[config.mk]
export PLATFORM = sky130hd
export DESIGN_NAME = muldiv_ctrl
export DESIGN_NICKNAME = d
export VERILOG_FILES = /design/src/rtl/muldiv_pkg.sv /design/src/rtl/muldiv_iter.sv /design/src/rtl/muldiv_ctrl.sv
export SDC_FILE = /design/constraint.sdc
export NUM_CORES = 1
export LEC_CHECK = 0
export ABC_CLOCK_PERIOD_IN_PS = 22300
export CORE_MARGIN = 3
export CORE_UTILIZATION = 63
export CTS_CLUSTER_SIZE = 16
export DETAILED_ROUTE_END_ITERATION = 16
export PLACE_DENSITY = 0.89
export SETUP_SLACK_MARGIN = 0.15
export SLEW_MARGIN = 0
export SYNTH_ARGS = -nofsm -noshare
export SYNTH_HDL_FRONTEND = slang
export SYNTH_SLANG_ARGS = --single-unit
[constraint.sdc]
create_clock -name clk -period 22.3 [get_ports clk]
set_input_delay 6.69 -clock clk [delete_from_list [all_inputs] [get_ports clk]]
set_output_delay 6.69 -clock clk [all_outputs]
set_load 0.01 [all_outputs]
[src/rtl/muldiv_pkg.sv]
// muldiv_pkg: shared definitions for the multiply/divide sequencer.
//   DATA_W  - operand / HI / LO width, also the number of iterations per op
//   CNT_W   - iteration counter width (must hold DATA_W-1)
//   state_t - sequencer states
//   magnitude() - low DATA_W bits of |v| for a 33-bit extended operand
package muldiv_pkg;

  localparam int DATA_W = 32;
  localparam int CNT_W  = 6;

  typedef enum logic [1:0] {
    ST_IDLE = 2'd0,
    ST_MUL  = 2'd1,
    ST_DIV  = 2'd2,
    ST_DONE = 2'd3
  } state_t;

  // The extended operand carries its own sign in bit DATA_W, so the
  // magnitude of the most negative value still fits in DATA_W bits.
  function automatic logic [DATA_W-1:0] magnitude(input logic [DATA_W:0] v);
    logic [DATA_W:0] m;
    m = v[DATA_W] ? -v : v;
    return m[DATA_W-1:0];
  endfunction

endpackage

[src/rtl/muldiv_iter.sv]
// muldiv_iter: shared shift datapath for unsigned shift-add multiply and
// restoring divide, one iteration per 'step'.
//   clk, reset - clock and asynchronous active-high reset
//   load       - capture op_a into the low half, op_b as multiplicand/divisor
//   step       - perform one iteration
//   is_div     - selects restoring divide (1) or shift-add multiply (0)
//   op_a, op_b - unsigned operands (multiplier/dividend, multiplicand/divisor)
//   acc        - multiply: product; divide: {remainder, quotient}
module muldiv_iter
  import muldiv_pkg::*;
(
  input  logic                  clk,
  input  logic                  reset,
  input  logic                  load,
  input  logic                  step,
  input  logic                  is_div,
  input  logic [DATA_W-1:0]     op_a,
  input  logic [DATA_W-1:0]     op_b,
  output logic [2*DATA_W-1:0]   acc
);

  logic [2*DATA_W-1:0] acc_q;
  logic [DATA_W-1:0]   op_b_q;
  logic [DATA_W:0]     mul_sum;
  logic [DATA_W:0]     rem_shift;
  logic                rem_ge;
  logic [DATA_W-1:0]   rem_diff;
  logic [2*DATA_W-1:0] acc_next;

  // Multiply adds into the upper half and shifts right, keeping the carry.
  // Divide shifts left and subtracts the divisor when the partial remainder
  // (one bit wider after the shift) is large enough.
  always_comb begin
    mul_sum   = {1'b0, acc_q[2*DATA_W-1:DATA_W]} + {1'b0, op_b_q};
    rem_shift = acc_q[2*DATA_W-1:DATA_W-1];
    rem_ge    = rem_shift >= {1'b0, op_b_q};
    rem_diff  = DATA_W'(rem_shift - {1'b0, op_b_q});
    acc_next  = acc_q;
    if (is_div) begin
      if (rem_ge)
        acc_next = {rem_diff, acc_q[DATA_W-2:0], 1'b1};
      else
        acc_next = {acc_q[2*DATA_W-2:0], 1'b0};
    end else begin
      if (acc_q[0])
        acc_next = {mul_sum, acc_q[DATA_W-1:1]};
      else
        acc_next = {1'b0, acc_q[2*DATA_W-1:1]};
    end
  end

  always_ff @(posedge clk or posedge reset) begin
    if (reset) begin
      acc_q  <= '0;
      op_b_q <= '0;
    end else if (load) begin
      acc_q  <= {{DATA_W{1'b0}}, op_a};
      op_b_q <= op_b;
    end else if (step) begin
      acc_q  <= acc_next;
    end
  end

  assign acc = acc_q;

endmodule

[src/rtl/muldiv_ctrl.sv]
// muldiv_ctrl: MULT/MULTU/DIV/DIVU sequencer and HI/LO register owner.
//   clk, reset       - clock and asynchronous active-high reset
//   de_valid         - instruction valid in execute
//   de_mul, de_div   - multiply / divide request
//   de_extend_rs/rt  - 33-bit sign- or zero-extended operands
//   de_mthi, de_mtlo - move-to-HI/LO request, data on de_mt_wdata
//   de_cancel        - flush; aborts any operation in flight
//   exe_stall        - hold decode/execute (combinational)
//   busy             - iterating a multiply or divide
//   hi_rdata, lo_rdata - HI and LO registers
module muldiv_ctrl
  import muldiv_pkg::*;
(
  input  logic              clk,
  input  logic              reset,
  input  logic              de_valid,
  input  logic              de_mul,
  input  logic              de_div,
  input  logic [DATA_W:0]   de_extend_rs,
  input  logic [DATA_W:0]   de_extend_rt,
  input  logic              de_mthi,
  input  logic              de_mtlo,
  input  logic [DATA_W-1:0] de_mt_wdata,
  input  logic              de_cancel,
  output logic              exe_stall,
  output logic              busy,
  output logic [DATA_W-1:0] hi_rdata,
  output logic [DATA_W-1:0] lo_rdata
);

  state_t              state_q, state_d;
  logic [CNT_W-1:0]    cnt_q;
  logic                op_div_q, sign_q, rs_sign_q, dz_q;
  logic [DATA_W-1:0]   dz_hi_q;
  logic [DATA_W-1:0]   hi_q, lo_q;
  logic [2*DATA_W-1:0] acc;
  logic [2*DATA_W-1:0] prod_neg;
  logic [DATA_W-1:0]   res_hi, res_lo;
  logic                idle_valid, accept_mul, accept_div, accept_dz, mt_wr;
  logic                iterating, last_iter;

  // Multiply wins over divide, and either wins over a move-to.
  assign idle_valid = (state_q == ST_IDLE) && de_valid && !de_cancel;
  assign accept_mul = idle_valid && de_mul;
  assign accept_div = idle_valid && !de_mul && de_div && (de_extend_rt != '0);
  assign accept_dz  = idle_valid && !de_mul && de_div && (de_extend_rt == '0);
  assign mt_wr      = idle_valid && !de_mul && !de_div && (de_mthi || de_mtlo);
  assign iterating  = (state_q == ST_MUL) || (state_q == ST_DIV);
  assign last_iter  = cnt_q == CNT_W'(DATA_W - 1);

  muldiv_iter u_iter (
    .clk    (clk),
    .reset  (reset),
    .load   (accept_mul || accept_div),
    .step   (iterating),
    .is_div (op_div_q),
    .op_a   (magnitude(de_extend_rs)),
    .op_b   (magnitude(de_extend_rt)),
    .acc    (acc)
  );

  always_ff @(posedge clk or posedge reset) begin
    if (reset) state_q <= ST_IDLE;
    else       state_q <= state_d;
  end

  always_comb begin
    state_d = state_q;
    case (state_q)
      ST_IDLE: begin
        if (accept_mul)      state_d = ST_MUL;
        else if (accept_div) state_d = ST_DIV;
        else if (accept_dz)  state_d = ST_DONE;
      end
      ST_MUL, ST_DIV: begin
        if (de_cancel)      state_d = ST_IDLE;
        else if (last_iter) state_d = ST_DONE;
      end
      default: state_d = ST_IDLE;
    endcase
  end

  always_comb begin
    exe_stall = (accept_mul || accept_div || accept_dz) || iterating;
    busy      = iterating;
  end

  // Operation context captured on accept; the counter only restarts there.
  always_ff @(posedge clk or posedge reset) begin
    if (reset) begin
      cnt_q     <= '0;
      op_div_q  <= 1'b0;
      sign_q    <= 1'b0;
      rs_sign_q <= 1'b0;
      dz_q      <= 1'b0;
      dz_hi_q   <= '0;
    end else if (accept_mul || accept_div) begin
      cnt_q     <= '0;
      op_div_q  <= accept_div;
      sign_q    <= de_extend_rs[DATA_W] ^ de_extend_rt[DATA_W];
      rs_sign_q <= de_extend_rs[DATA_W];
      dz_q      <= 1'b0;
    end else if (accept_dz) begin
      op_div_q  <= 1'b1;
      dz_q      <= 1'b1;
      dz_hi_q   <= de_extend_rs[DATA_W-1:0];
    end else if (iterating) begin
      cnt_q     <= cnt_q + CNT_W'(1);
    end
  end

  // Sign fix-up: the datapath works on magnitudes only.
  always_comb begin
    prod_neg = -acc;
    if (dz_q) begin
      res_hi = dz_hi_q;
      res_lo = '1;
    end else if (op_div_q) begin
      res_hi = rs_sign_q ? -acc[2*DATA_W-1:DATA_W] : acc[2*DATA_W-1:DATA_W];
      res_lo = sign_q ? -acc[DATA_W-1:0] : acc[DATA_W-1:0];
    end else begin
      res_hi = sign_q ? prod_neg[2*DATA_W-1:DATA_W] : acc[2*DATA_W-1:DATA_W];
      res_lo = sign_q ? prod_neg[DATA_W-1:0] : acc[DATA_W-1:0];
    end
  end

  // HI/LO change only when a result retires or on a move-to; no bypass.
  always_ff @(posedge clk or posedge reset) begin
    if (reset) begin
      hi_q <= '0;
      lo_q <= '0;
    end else if ((state_q == ST_DONE) && !de_cancel) begin
      hi_q <= res_hi;
      lo_q <= res_lo;
    end else if (mt_wr) begin
      if (de_mthi) hi_q <= de_mt_wdata;
      if (de_mtlo) lo_q <= de_mt_wdata;
    end
  end

  assign hi_rdata = hi_q;
  assign lo_rdata = lo_q;

endmodule
**After elaboration in Yosys (flattened, before gate mapping)**

Cells that the tools add are included.

- Bits of input ports: 106
- Output and inout port bits: 66
- Bits in registers: 204
- Logic and storage cells: 94

- $lt $le $gt $ge: 1
- Bitwise gates (word level): 2
- Reduce and logical (&&, ||, !) cells: 32
- $add $sub $neg: 8
- Multiplexer cells: 33
- Eq/ne operators: 7

Operators by type and width:

| operator | count |
|---|---|
| 2-to-1 mux 32 bit | 16 |
| 2-to-1 mux 64 bit | 5 |
| negation 32 bit | 4 |
| negation 64 bit | 1 |
| adder 32 x 32 -> 33 bit | 1 |
| greater-or-equal comparator 33 x 32 -> 1 bit | 1 |
| logical NOT 33 bit | 1 |
| nonzero test 33 bit | 1 |
| subtractor 32 bit | 1 |
| 2-to-1 mux 6 bit | 3 |
| logical AND 1 bit | 10 |
| 2-to-1 mux 2 bit | 5 |
| AND reduction 2 bit | 5 |
| nonzero test 2 bit | 5 |
| adder 6 x 1 -> 6 bit (second input constant) | 1 |
| == test 6 x 5 -> 1 bit (second input constant) | 1 |
| logical OR 1 bit | 5 |
| == test 2 bit (second input constant) | 2 |
| != test 4 bit (second input constant) | 1 |
| one-hot mux 2 bit (2 select lines) | 1 |
| logical NOT 1 bit | 3 |
| 2-to-1 mux 1 bit | 3 |
| != test 3 bit (second input constant) | 1 |
| == test 2 x 1 -> 1 bit (second input constant) | 1 |
| 5 further kinds | 5 |

**Longest topological paths before layout**

- Depth after elaboration: 10
- Mapped depth: 14
- Gate-level depth less buffers: 13

**Modules after synthesis**

From an unflattened synthesis, not the netlist that was laid out.

- Cell total of the unflattened synthesis: 2090
- Area, all modules: 16834.9 um^2

Modules (own cells, without submodules):

| module | sequential area each (um^2) | instances | area each (um^2) | cells an instance |
|---|---|---|---|---|
| muldiv_iter | 2402.3 | 1 | 8478.1 | 1084 |
| muldiv_ctrl | 2702.6 | 1 | 8356.8 | 1006 |

**Worst setup path after synthesis**

OpenSTA, ideal clock, no wires.

- Path type: input port to output port
- Start point: input port de_extend_rt[15]
- End point: output port exe_stall
- Arrival: 8.361 ns
- Cell stages on the path: 8
- Path buffers: 0
- Slack: 7.249 ns
- Data required time: 15.610 ns
- Cell sequence: or4_1 > or2_1 > nor3_1 > nand4_1 > o21bai_2 > nand2_1 > nor2_2 > nand2_1

- Longest elaborated chain between the ends: 5
- Elaborated cells between the ends (all ways): 7
- Classes of those cells: reduce/logical (7)

RTL lines:

| what | line | RTL |
|---|---|---|
| start, declared | muldiv_ctrl.sv:20 | `input logic [DATA_W:0] de_extend_rt,` |
| nonzero test 33 bit | muldiv_ctrl.sv:45 | `assign accept_div = idle_valid && !de_mul && de_div && (de_extend_rt != '0);` |
| logical AND 1 bit | muldiv_ctrl.sv:45 |  |
| logical OR 1 bit | muldiv_ctrl.sv:84 | `exe_stall = (accept_mul \|\| accept_div \|\| accept_dz) \|\| iterating;` |
| logical OR 1 bit (*) (2 in a row) | muldiv_ctrl.sv:84 |  |
| end, declared | muldiv_ctrl.sv:25 | `output logic exe_stall,` |

Every way passes the cells marked *; elsewhere a longest branch is shown, timed or not.

**Final worst setup path**

- Start point: input port de_extend_rt[6]
- End point: output port exe_stall

The elaborated chain is that of the path after synthesis.

==> flow_summary.ini <==
[outcome]
status = finished, final reports clean

[synthesis]
synth_top_family_by_area = compound AO/OA/AOI/OAI gates
synth_compound_area_share_pct = 24.1
avgSynthCellArea_um2 = 8.49
synth_cells = 1953
synthMuxAreaShare_pct = 8.30
synthTopCellsByArea = dfrtp_1 31%, nand2_1 5.7%, ha_1 5.4%, o21ai_0 5.1%, xor2_1 5.0%
yosysSeqAreaShare_pct = 30.8
ys_ff_latch = 204
post-synth-top-count-cell = nand2_1
synth-edff-count = 0
syn_nets = 2133
yosysTopAreaCell = dfrtp_1
synth_common_cells = 253 x nand2_1, 204 x dfrtp_1, 168 x o21ai_0, 121 x a21oi_1, 102 x clkbuf_1
synth_area_um2 = 16600
synth-simple-area-share_pct = 17.1
ys_warn_count = 0
synth-main-ff-cell = dfrtp_1
synth-xor-area-share_pct = 9.04
synth_top_area_share_pct = 30.8
synthAdderAreaFrac_pct = 5.68
async_flop_share_pct = 100
synth.distinct_cells = 85

[route]
drt_iter0_drc = 1855
dr_total_vias = 16100
drc_errors = 0
via_per_inst = 6.78
drt-total-wl_um = 53000
wl_per_cell_um = 22.4
dr.pass1.iters = 5
drt.antenna.violating_nets = 0

[power_and_ir_drop]
power.static_leakage_nw = 8.06
p_per_area_nw_per_um2 = 179
ir_drop_uv = 209

[flow_run]
maxCapViolations = 0

[die]
io_pins = 172
rows = 58
start_util_pct = 64.9
core_um2 = 25500
dieArea_um2 = 28300
die_y_um = 168
die_w_um = 168

[timing]
setup_violations = 0
fin_skew_ns = 0.0190
grt_setup_unrepaired = no
slew_viol_final = 0
fmax_mhz = 58.6
tns_ns = 0
fin_crit_ns = 17.07
period_share_pct = 76.5
maxSlewHeadroom_pct = 17.3
worst_slew_pin_slew_ns = 1.24
hold_viol = 0

[worst_setup_path]
startpoint = de_extend_rt[6]
critPathRequiredTime_ns = 15.61
crit_fanout = 42
path_class = in -> out
crit_path_end_kind = output port
cp_data_arrival_time_ns = 10.38
r2r_slack_ns = 18.23
startpoint_type = primary input
r2r_start = u_iter.acc[31]

[layout]
postLayoutCellArea_um2 = 19100
area_growth_pct = 15.0
drive_gt1_share_pct = 8.24
multi_input_area_um2 = 10700
n_antenna_cell = 0
seq_area_um2 = 5110
nets = 2203
nFillCells = 1842

[grt]
grt_pass1_wl_um = 83700
grt.total_usage_pct = 36.3
grt_max_degree = 141
grt_remaining_overflow = 0
antenna_found_initial = 0
grt_pass1_vias = 15300

[clocking]
htreeDepth = 1
clock_sinks = 204
clock_tree.root_cell = clkbuf_16
cts_buffers = 24
path_clk_slew_ns = 0.06
cts_buffer_depth = 3
cts_resized = 0
worstSkewPairLatency_ns = 0.53
post_cts_buffers = 0
ctsHoldBuffers = 0
cts_tree = done

[placed_design]
gp_congestion = 1.01
placedInstanceArea_um2 = 18300
hpwlAfterDp_um = 38300
io_buffer_count = 171

[min_path]
hold_start = dz_hi_q[5]
hp-class = reg -> reg
## routing by layer
metal / vias to the layer above / global-route usage [%] / share of wire [%]
met1: 7786 / 50.4 / 41
li1: 7274 / - / -
met2: 883 / 57.7 / 45
met4: 0 / 12.5 / 3.7
met3: 131 / 6.36 / 9.7
met5: - / 0 / 0
## placed cells by master (no fill, tap or decap), types with 15 or more instances in the layout
cell	count
nand3_1	30
mux2_2	51
a211oi_1	29
a32oi_1	32
nor3_1	29
a21oi_1	121
buf_4	18
nand3b_1	16
nand2_1	252
o21ai_0	168
nor2b_1	16
nand2b_1	23
and3_1	15
clkbuf_16	25
o211ai_1	58
ha_1	71
mux2i_1	80
nor2_1	77
dfrtp_1	202
o31ai_1	31
xnor2_1	76
clkdlybuf4s50_1	171
nand4_1	15
inv_1	55
xor2_1	95
a21o_1	36
a31oi_1	18
## worst max-delay path, stage by stage
cell	delay, ns
clkdlybuf4s50_1	0.48
or4_4	0.58
nand2b_1	0.21
nor3_1	0.40
nand4_1	0.44
nor3_4	0.23
buf_4	0.52
nor2_2	0.17
nand2_1	0.11
clkdlybuf4s50_1	0.55
## where the power goes
part | internal (mW) | total (mW) | switching [mW]
Combinational | 0.931 | 2.22 | 1.29
Clock | 0.241 | 0.404 | 0.163
Sequential | 0.530 | 0.775 | 0.245
Total | 1.70 | 3.40 | 1.70
## final timing paths
kind | end | cells past startpoint
max | exe_stall | 10
min | dz_hi_q[5] | 1
max reg2reg | u_iter.acc[62] | 14
min reg2reg | dz_hi_q[5] | 1
max in group asynchronous | op_div_q | 3
min in group asynchronous | dz_hi_q[25] | 2
## logic make-up after synthesis
logic type,count (synthesis)
AND/OR/NAND/NOR,569
XOR/XNOR,171
buffers and inverters,202
multiplexers,131
adder cells (fa/ha/maj),74
AO/OA/AOI/OAI,602
flip-flops,204
## layout make-up
| class | instances | area share [%] |
|---|---|---|
| multi-input combinational | 1547 | 56.0 |
| inverter | 57 | 1.16 |
| tap | 330 | 2.17 |
| timing repair buffer | 189 | 9.69 |
| clock inverter | 9 | 0.545 |
| sequential | 204 | 26.8 |
| clock buffer | 34 | 3.67 |
## stage by stage
stage	setup slack [ns]	hold WS (ns)	utilization (%)	instances	total power, mW
final	5.23	0.500	74.6	2370	3.40
after global routing	5.05	0.512	74.6	2370	3.62
after CTS	5.24	0.501	74.6	2370	3.34
after detailed placement	5.24	0.487	71.5	2327	2.92
after global placement	5.24	0.480	71.5	2327	2.86
after floorplan	7.25	0.457	-	1953	2.29
## state kept, by name (all words and copies together), names as in the netlist
register,count
cnt_q,6
dz_hi_q,32
dz_q,1
hi_rdata,32
lo_rdata,32
op_div_q,1
rs_sign_q,1
sign_q,1
state_q,2
u_iter.acc,64
u_iter.op_b_q,32
No activity file was read; power rests on OpenSTA's default activity.
